File: config.mk
export PLATFORM = sky130hd
export DESIGN_NAME = exc_sequencer
export DESIGN_NICKNAME = d
export VERILOG_FILES = /design/src/rtl/exc_sequencer.sv
export SDC_FILE = /design/constraint.sdc
export NUM_CORES = 1
export LEC_CHECK = 0
export CAP_MARGIN = 20
export CORE_UTILIZATION = 30
export CTS_CLUSTER_DIAMETER = 120
export CTS_CLUSTER_SIZE = 8
export DETAILED_ROUTE_END_ITERATION = 12
export DONT_BUFFER_PORTS = 1
export SLEW_MARGIN = 5
export SYNTH_ARGS = -nofsm -noshare
export SYNTH_HDL_FRONTEND = slang
export SYNTH_SLANG_ARGS = --single-unit
File: constraint.sdc
create_clock -name clk -period 4.2 [get_ports clk]
set_input_delay 0.21 -clock clk [delete_from_list [all_inputs] [get_ports clk]]
set_output_delay 0.21 -clock clk [all_outputs]
set_load 0.01 [all_outputs]
File: src/rtl/exc_sequencer.sv
// exc_sequencer: exception-entry / ERET sequencer (flush -> EPC commit -> redirect).
// Optional feature: define EXC_SEQ_STATS_EN to build the saturating accepted-exception
// counter on exc_count_o; without it exc_count_o is tied to zero.
module exc_sequencer #(
    parameter logic [31:0] VECTOR_BASE  = 32'h8000_0180,
    parameter logic [31:0] REFILL_BASE  = 32'h8000_0000,
    parameter int unsigned FLUSH_CYCLES = 2
) (
    input  logic        clk,
    input  logic        reset,
    input  logic        cpu_pause_i,
    input  logic        intr_i,
    input  logic        exc_addr_error_i,
    input  logic        exc_tlb_refill_i,
    input  logic        exc_tlb_other_i,
    input  logic        exc_syscall_i,
    input  logic        instr_eret_i,
    input  logic [31:0] exc_pc_i,
    input  logic        in_delay_slot_i,
    input  logic        status_exl_i,
    input  logic [31:0] cp0_epc_i,
    output logic        flush_o,
    output logic        busy_o,
    output logic        epc_wen_o,
    output logic [31:0] epc_data_o,
    output logic [4:0]  exc_code_o,
    output logic        redirect_valid_o,
    output logic [31:0] redirect_pc_o,
    input  logic        redirect_ready_i,
    output logic [15:0] exc_count_o
);

    typedef enum logic [1:0] {IDLE, FLUSH, COMMIT, REDIRECT} state_t;

    localparam logic [3:0] CNT_INIT = 4'(FLUSH_CYCLES - 1);

    state_t      state;
    logic [3:0]  cnt;
    logic        eret_q;
    logic        exl_q;
    logic        any_exc;
    logic        accept;
    logic [4:0]  code;
    logic [31:0] target;

    // Fixed-priority source arbitration and target selection for the IDLE accept edge
    always_comb begin
        any_exc = intr_i | exc_addr_error_i | exc_tlb_refill_i | exc_tlb_other_i | exc_syscall_i;
        accept  = (state == IDLE) && !cpu_pause_i && (any_exc || instr_eret_i);
        code    = intr_i ? 5'd0 :
                  exc_addr_error_i ? 5'd4 :
                  (exc_tlb_refill_i | exc_tlb_other_i) ? 5'd2 : 5'd8;
        target  = !any_exc ? cp0_epc_i :
                  (!intr_i && !exc_addr_error_i && exc_tlb_refill_i && !status_exl_i) ? REFILL_BASE :
                  VECTOR_BASE;
    end

    // Sequencer FSM; every output is a register updated alongside the state
    always_ff @(posedge clk or negedge reset) begin
        if (!reset) begin
            state            <= IDLE;
            cnt              <= 4'd0;
            eret_q           <= 1'b0;
            exl_q            <= 1'b0;
            flush_o          <= 1'b0;
            busy_o           <= 1'b0;
            epc_wen_o        <= 1'b0;
            epc_data_o       <= 32'h0;
            exc_code_o       <= 5'd0;
            redirect_valid_o <= 1'b0;
            redirect_pc_o    <= 32'h0;
        end else begin
            epc_wen_o <= 1'b0;
            case (state)
                IDLE: begin
                    if (accept) begin
                        state         <= FLUSH;
                        cnt           <= CNT_INIT;
                        eret_q        <= !any_exc;
                        exl_q         <= status_exl_i;
                        redirect_pc_o <= target;
                        flush_o       <= 1'b1;
                        busy_o        <= 1'b1;
                        if (any_exc) begin
                            exc_code_o <= code;
                            epc_data_o <= exc_pc_i - (in_delay_slot_i ? 32'd4 : 32'd0);
                        end
                    end
                end
                FLUSH: begin
                    if (!cpu_pause_i) begin
                        if (cnt == 4'd0) begin
                            flush_o <= 1'b0;
                            if (eret_q) begin
                                state            <= REDIRECT;
                                redirect_valid_o <= 1'b1;
                            end else begin
                                state     <= COMMIT;
                                epc_wen_o <= !exl_q;
                            end
                        end else begin
                            cnt <= cnt - 4'd1;
                        end
                    end
                end
                COMMIT: begin
                    state            <= REDIRECT;
                    redirect_valid_o <= 1'b1;
                end
                REDIRECT: begin
                    if (redirect_ready_i) begin
                        state            <= IDLE;
                        redirect_valid_o <= 1'b0;
                        busy_o           <= 1'b0;
                    end
                end
                default: state <= IDLE;
            endcase
        end
    end

`ifdef EXC_SEQ_STATS_EN
    // Saturating count of accepted exceptions (ERET excluded), cleared only by reset
    always_ff @(posedge clk or negedge reset) begin
        if (!reset)
            exc_count_o <= 16'h0;
        else if (accept && any_exc && exc_count_o != 16'hFFFF)
            exc_count_o <= exc_count_o + 16'd1;
    end
`else
    assign exc_count_o = 16'h0;
`endif

endmodule

==> summary.md <==
| Metric | Value |
|---|---|
| Via count of the first global-routing pass | 3179 |
| Library cell occupying the most area in the post-synthesis netlist | dfrtp_1 |
| Mean post-synth cell area | a little over 10 sq um |
| Die width | around 120 microns |
| Arrival time at the worst endpoint | about 2800 ps |
| Category of the critical setup timing path | reg2reg |
| Clock tree root buffer cell | clkbuf_16 |
| Synth-to-Final Area Change | 19.7% |
| Number of slew-limit violations in the final report | 0 |
| Async set or reset register ratio after synthesis | 100% |
| Number of synthesized flops with an enable pin | 0 |
| Area of the core | roughly 13000 sq um |
| Cells traversed along the worst timing path | inv_1 -> ha_1 -> nor2b_1 -> o31ai_4 -> buf_4 -> a2111oi_0 -> o22a_1 |
| Final clock period utilization by the worst path | 58.9% |
| CTS Sinks | 79 |
| Total placed cells including tap cells | roughly 540 |
| Port bufs | 0 |
| Register Area | roughly 2000 sq um |
| H-tree depth | 3 |
| Tmin final | 2470 ps |
| Row cnt | 41 |
| Outcome | finished clean |
| Met3 Resource Use GR | under 10% |
| Worst hold path class | in2reg |
| Post_cts resized | 0 |
| Clock-pin slew of the registers on the worst-case setup and hold paths | ~70 ps |
| Final number of hold-violating endpoints | 0 |
| Worst Tran Pin Value | approximately 800 ps |
| Number of buffers created by CTS | 9 |
| Number of register bits inferred by synthesis | slightly below 80 |
| Most congested layer reported by global routing | met2 |
| I/O pin count | around 170 |
| Total setup violations reported at the end of the flow | 0 |
| Startpoint Class | flop |
| Count of fill cells added during filler insertion | 1257 |
| Number of warnings issued by yosys | 0 |
| Combined global-route utilization of all metal layers | ~15% |
| Post-layout net count | 501 |
| Number of optimization iterations in the first detailed-route pass | 4 |
| Summed area of non-filler cells in the final layout | approximately 4700 sq um |
| Max-cap check violation count | 0 |
| Total wire length | around 10000 microns |
| Remaining number of nets flagged by the antenna check after routing | 0 |
| Grt ovf | 0 |
| Worst endpoint required time | roughly 4500 ps |
| Syn Inst Count | 390 |
| Global routing usage on met1 | between 10% and 20% |
| Post-CTS Hold Buffers | 34 |
| Kind of cell with the highest combined delay on the critical path | compound AO/OA/AOI/OAI gates |
| Share of layout cells above drive strength 1 | a little under a tenth |
| Sum of negative setup slack | 0 ps |
| Routing usage on met2 | about a quarter |
| Post-Syn Area | between 3000 and 4000 sq um |
| Top-area cell type share of the netlist area | between 50% and 60% |
| Areal power density over the cells | 579 nW/um^2 |
| Endpoint class of the critical path | flop |
| Largest vdd supply drop | approximately 0.24 mV |
| First-pass GRT wire length | around 16000 microns |
| Vias per std cell | ~5.2 |
| Later-pin clock latency in the skew report | about 340 ps |
| Post-detailed-route wirelength per cell | roughly 18 microns |
| Total placed instance area | around 4000 sq um |
| Delay of the slowest cell on the worst path | roughly 480 ps |
| Fin util | a little under two fifths |
| Unique cell type count in the Yosys netlist | 45 |
| Post-route insts no fill | around 600 |
| Diode count | 0 |
| LEAKAGE | 1.95 nW |
| Worst slew margin relative to its limit | a little under half |
| Flip-flop cell with the highest count after synthesis | dfrtp_1 |
| Multi-input logic area | 1790 sq um |
| Max Clock Skew | approximately 6 ps |
| Remaining design rule violation count | 0 |
| Max Clk Rate | 0.405 GHz |
| Pin count of the biggest net entering global routing | 80 |
| Number of antenna violations at the first check in global routing | 0 |
| RSZ-0062 raised after global routing | false |
| Final weighted congestion of routability-driven global placement | 0.763 |
| Buffers & Inverters on Critical Path | 2 |
| Maximum buffer depth of the clock tree | 2 |
| Die height | approximately 120 microns |
| Worst-path cell with the longest stage delay | nor2b_1 |
| Die ar. | about 14000 sq um |
| Hpwl dp | around 7200 microns |
| WHS | ~14 ps |
| Max FO, Critical Path | 40 |
| Post-CTS Setup Repair Bufs | 0 |
| DRT iter0 DRCs | about 110 |
| Routed via count | around 3.1k |
| Initial cell density of the core | 31.0% |
| Clock tree from TritonCTS | yes |
| Top post-synthesis cells by area | dfrtp_1 (50%), a22o_1 (6.4%), buf_4 (3.4%), or4_1 (3.4%), nand2_1 (3.2%) |
| Share of the yosys chip area belonging to registers | 50.1% |
[synthesized netlist by cell type, types with 5 or more instances]
cell type  count
o211ai_1       6
inv_1         11
nor2_1        28
or3_1          6
buf_4         18
o21ai_1        5
clkbuf_1      17
a22o_1        29
a31oi_1       17
dfrtp_1       79
nand3_1        8
o31ai_1       15
nor3_1         6
nand2_1       34
o21ai_0       20
xnor2_1        5
or4_1         18
ha_1           8
a21oi_1        8
[layer usage]
layer	share of wire (%)	vias to the layer above	wire length (microns)
met4	1.6	0	169
met1	40	1491	4130
met2	48	144	5000
met3	11	14	1140
met5	0	-	0
li1	-	1455	-
[final timing paths]
| check | from | to | slack (ps) | cells past startpoint |
|---|---|---|---|---|
| min in group asynchronous | reset | exc_code_o[1]$_DFFE_PN0P_ | 430 | 2 |
| worst max register to register | state[0]$_DFFE_PN0P_ | state[0]$_DFFE_PN0P_ | 1730 | 7 |
| max in group asynchronous | reset | epc_data_o[0]$_DFFE_PN0P_ | 3450 | 2 |
| worst min-delay path | cp0_epc_i[9] | redirect_pc_o[9]$_DFFE_PN0P_ | 10 | 1 |
| worst min register to register | exl_q$_DFFE_PN0P_ | epc_wen_o$_DFF_PN0_ | 450 | 1 |
| worst max-delay path | state[0]$_DFFE_PN0P_ | state[0]$_DFFE_PN0P_ | 1730 | 7 |
[metrics by stage]
stage	total power, mW	setup WS, ps
finish	2.74	1730
detailed placement	1.91	1470
CTS	2.78	1500
floorplan	1.73	2070
global placement	1.87	1710
global route	2.94	1510
[layout make-up]
type,instances,area share [%]
Timing Repair Buffer,38,8.37
Sequential cell,79,41.8
Multi-Input combinational cell,278,37.9
Clock buffer,9,4.77
Tap cell,172,4.56
Inverter,11,0.874
Clock inverter,7,1.67
[power by group]
group / internal, mW / leakage, nW / switching [mW]
logic: 0.289 / 0.807 / 0.369
registers: 0.992 / 0.995 / 0.284
clock network: 0.468 / 0.151 / 0.334
[sequential cells by signal, summed over array words and instances, names as in the netlist]
signal            count
redirect_valid_o      1
flush_o               1
busy_o                1
epc_data_o           32
state                 2
cnt                   4
epc_wen_o             1
redirect_pc_o        32
exl_q                 1
exc_code_o            3
eret_q                1
[kinds of logic (layout without fill, tap and decap cells)]
logic type | count (synthesis) | in the layout | synth area share (%)
AND/OR/NAND/NOR | 132 | 132 | 18.4
flip-flops | 79 | 79 | 50.1
AO/OA/AOI/OAI | 109 | 109 | 19.4
XOR/XNOR | 7 | 7 | 1.55
multiplexers | 4 | 4 | 1.08
other | 1 | 18 | 0.0950
buffers and inverters | 50 | 65 | 6.91
adder cells (fa/ha/maj) | 8 | 8 | 2.54
[layout by cell type, fill, tap and decap left out, types with 2 or more instances in the layout]
master | netlist | routed
nand2b_1 | 4 | 4
a31oi_1 | 17 | 17
a22o_1 | 29 | 29
nand3_1 | 8 | 8
nor4_1 | 4 | 4
or3_1 | 6 | 6
ha_1 | 8 | 8
nor2b_1 | 4 | 4
inv_1 | 11 | 11
o21ba_2 | 2 | 2
o21ai_1 | 5 | 4
a21oi_1 | 8 | 7
or4_1 | 18 | 18
mux2i_1 | 2 | 2
o21ai_0 | 20 | 20
xnor2_1 | 5 | 5
or4_4 | 3 | 3
xor2_1 | 2 | 2
inv_6 | 0 | 3
o31ai_1 | 15 | 14
o41ai_1 | 2 | 2
mux2_2 | 2 | 2
or2_2 | 4 | 4
buf_4 | 18 | 3
conb_1 | 1 | 18
nand2_1 | 34 | 34
nor2_1 | 28 | 27
or4b_1 | 2 | 2
nor4b_1 | 2 | 2
nand3b_1 | 4 | 4
dlygate4sd3_1 | 0 | 33
clkinv_4 | 0 | 2
clkbuf_16 | 0 | 9
nor3_1 | 6 | 6
o211ai_1 | 6 | 6
dfrtp_1 | 79 | 79
Power figures use the tool's default switching activity.
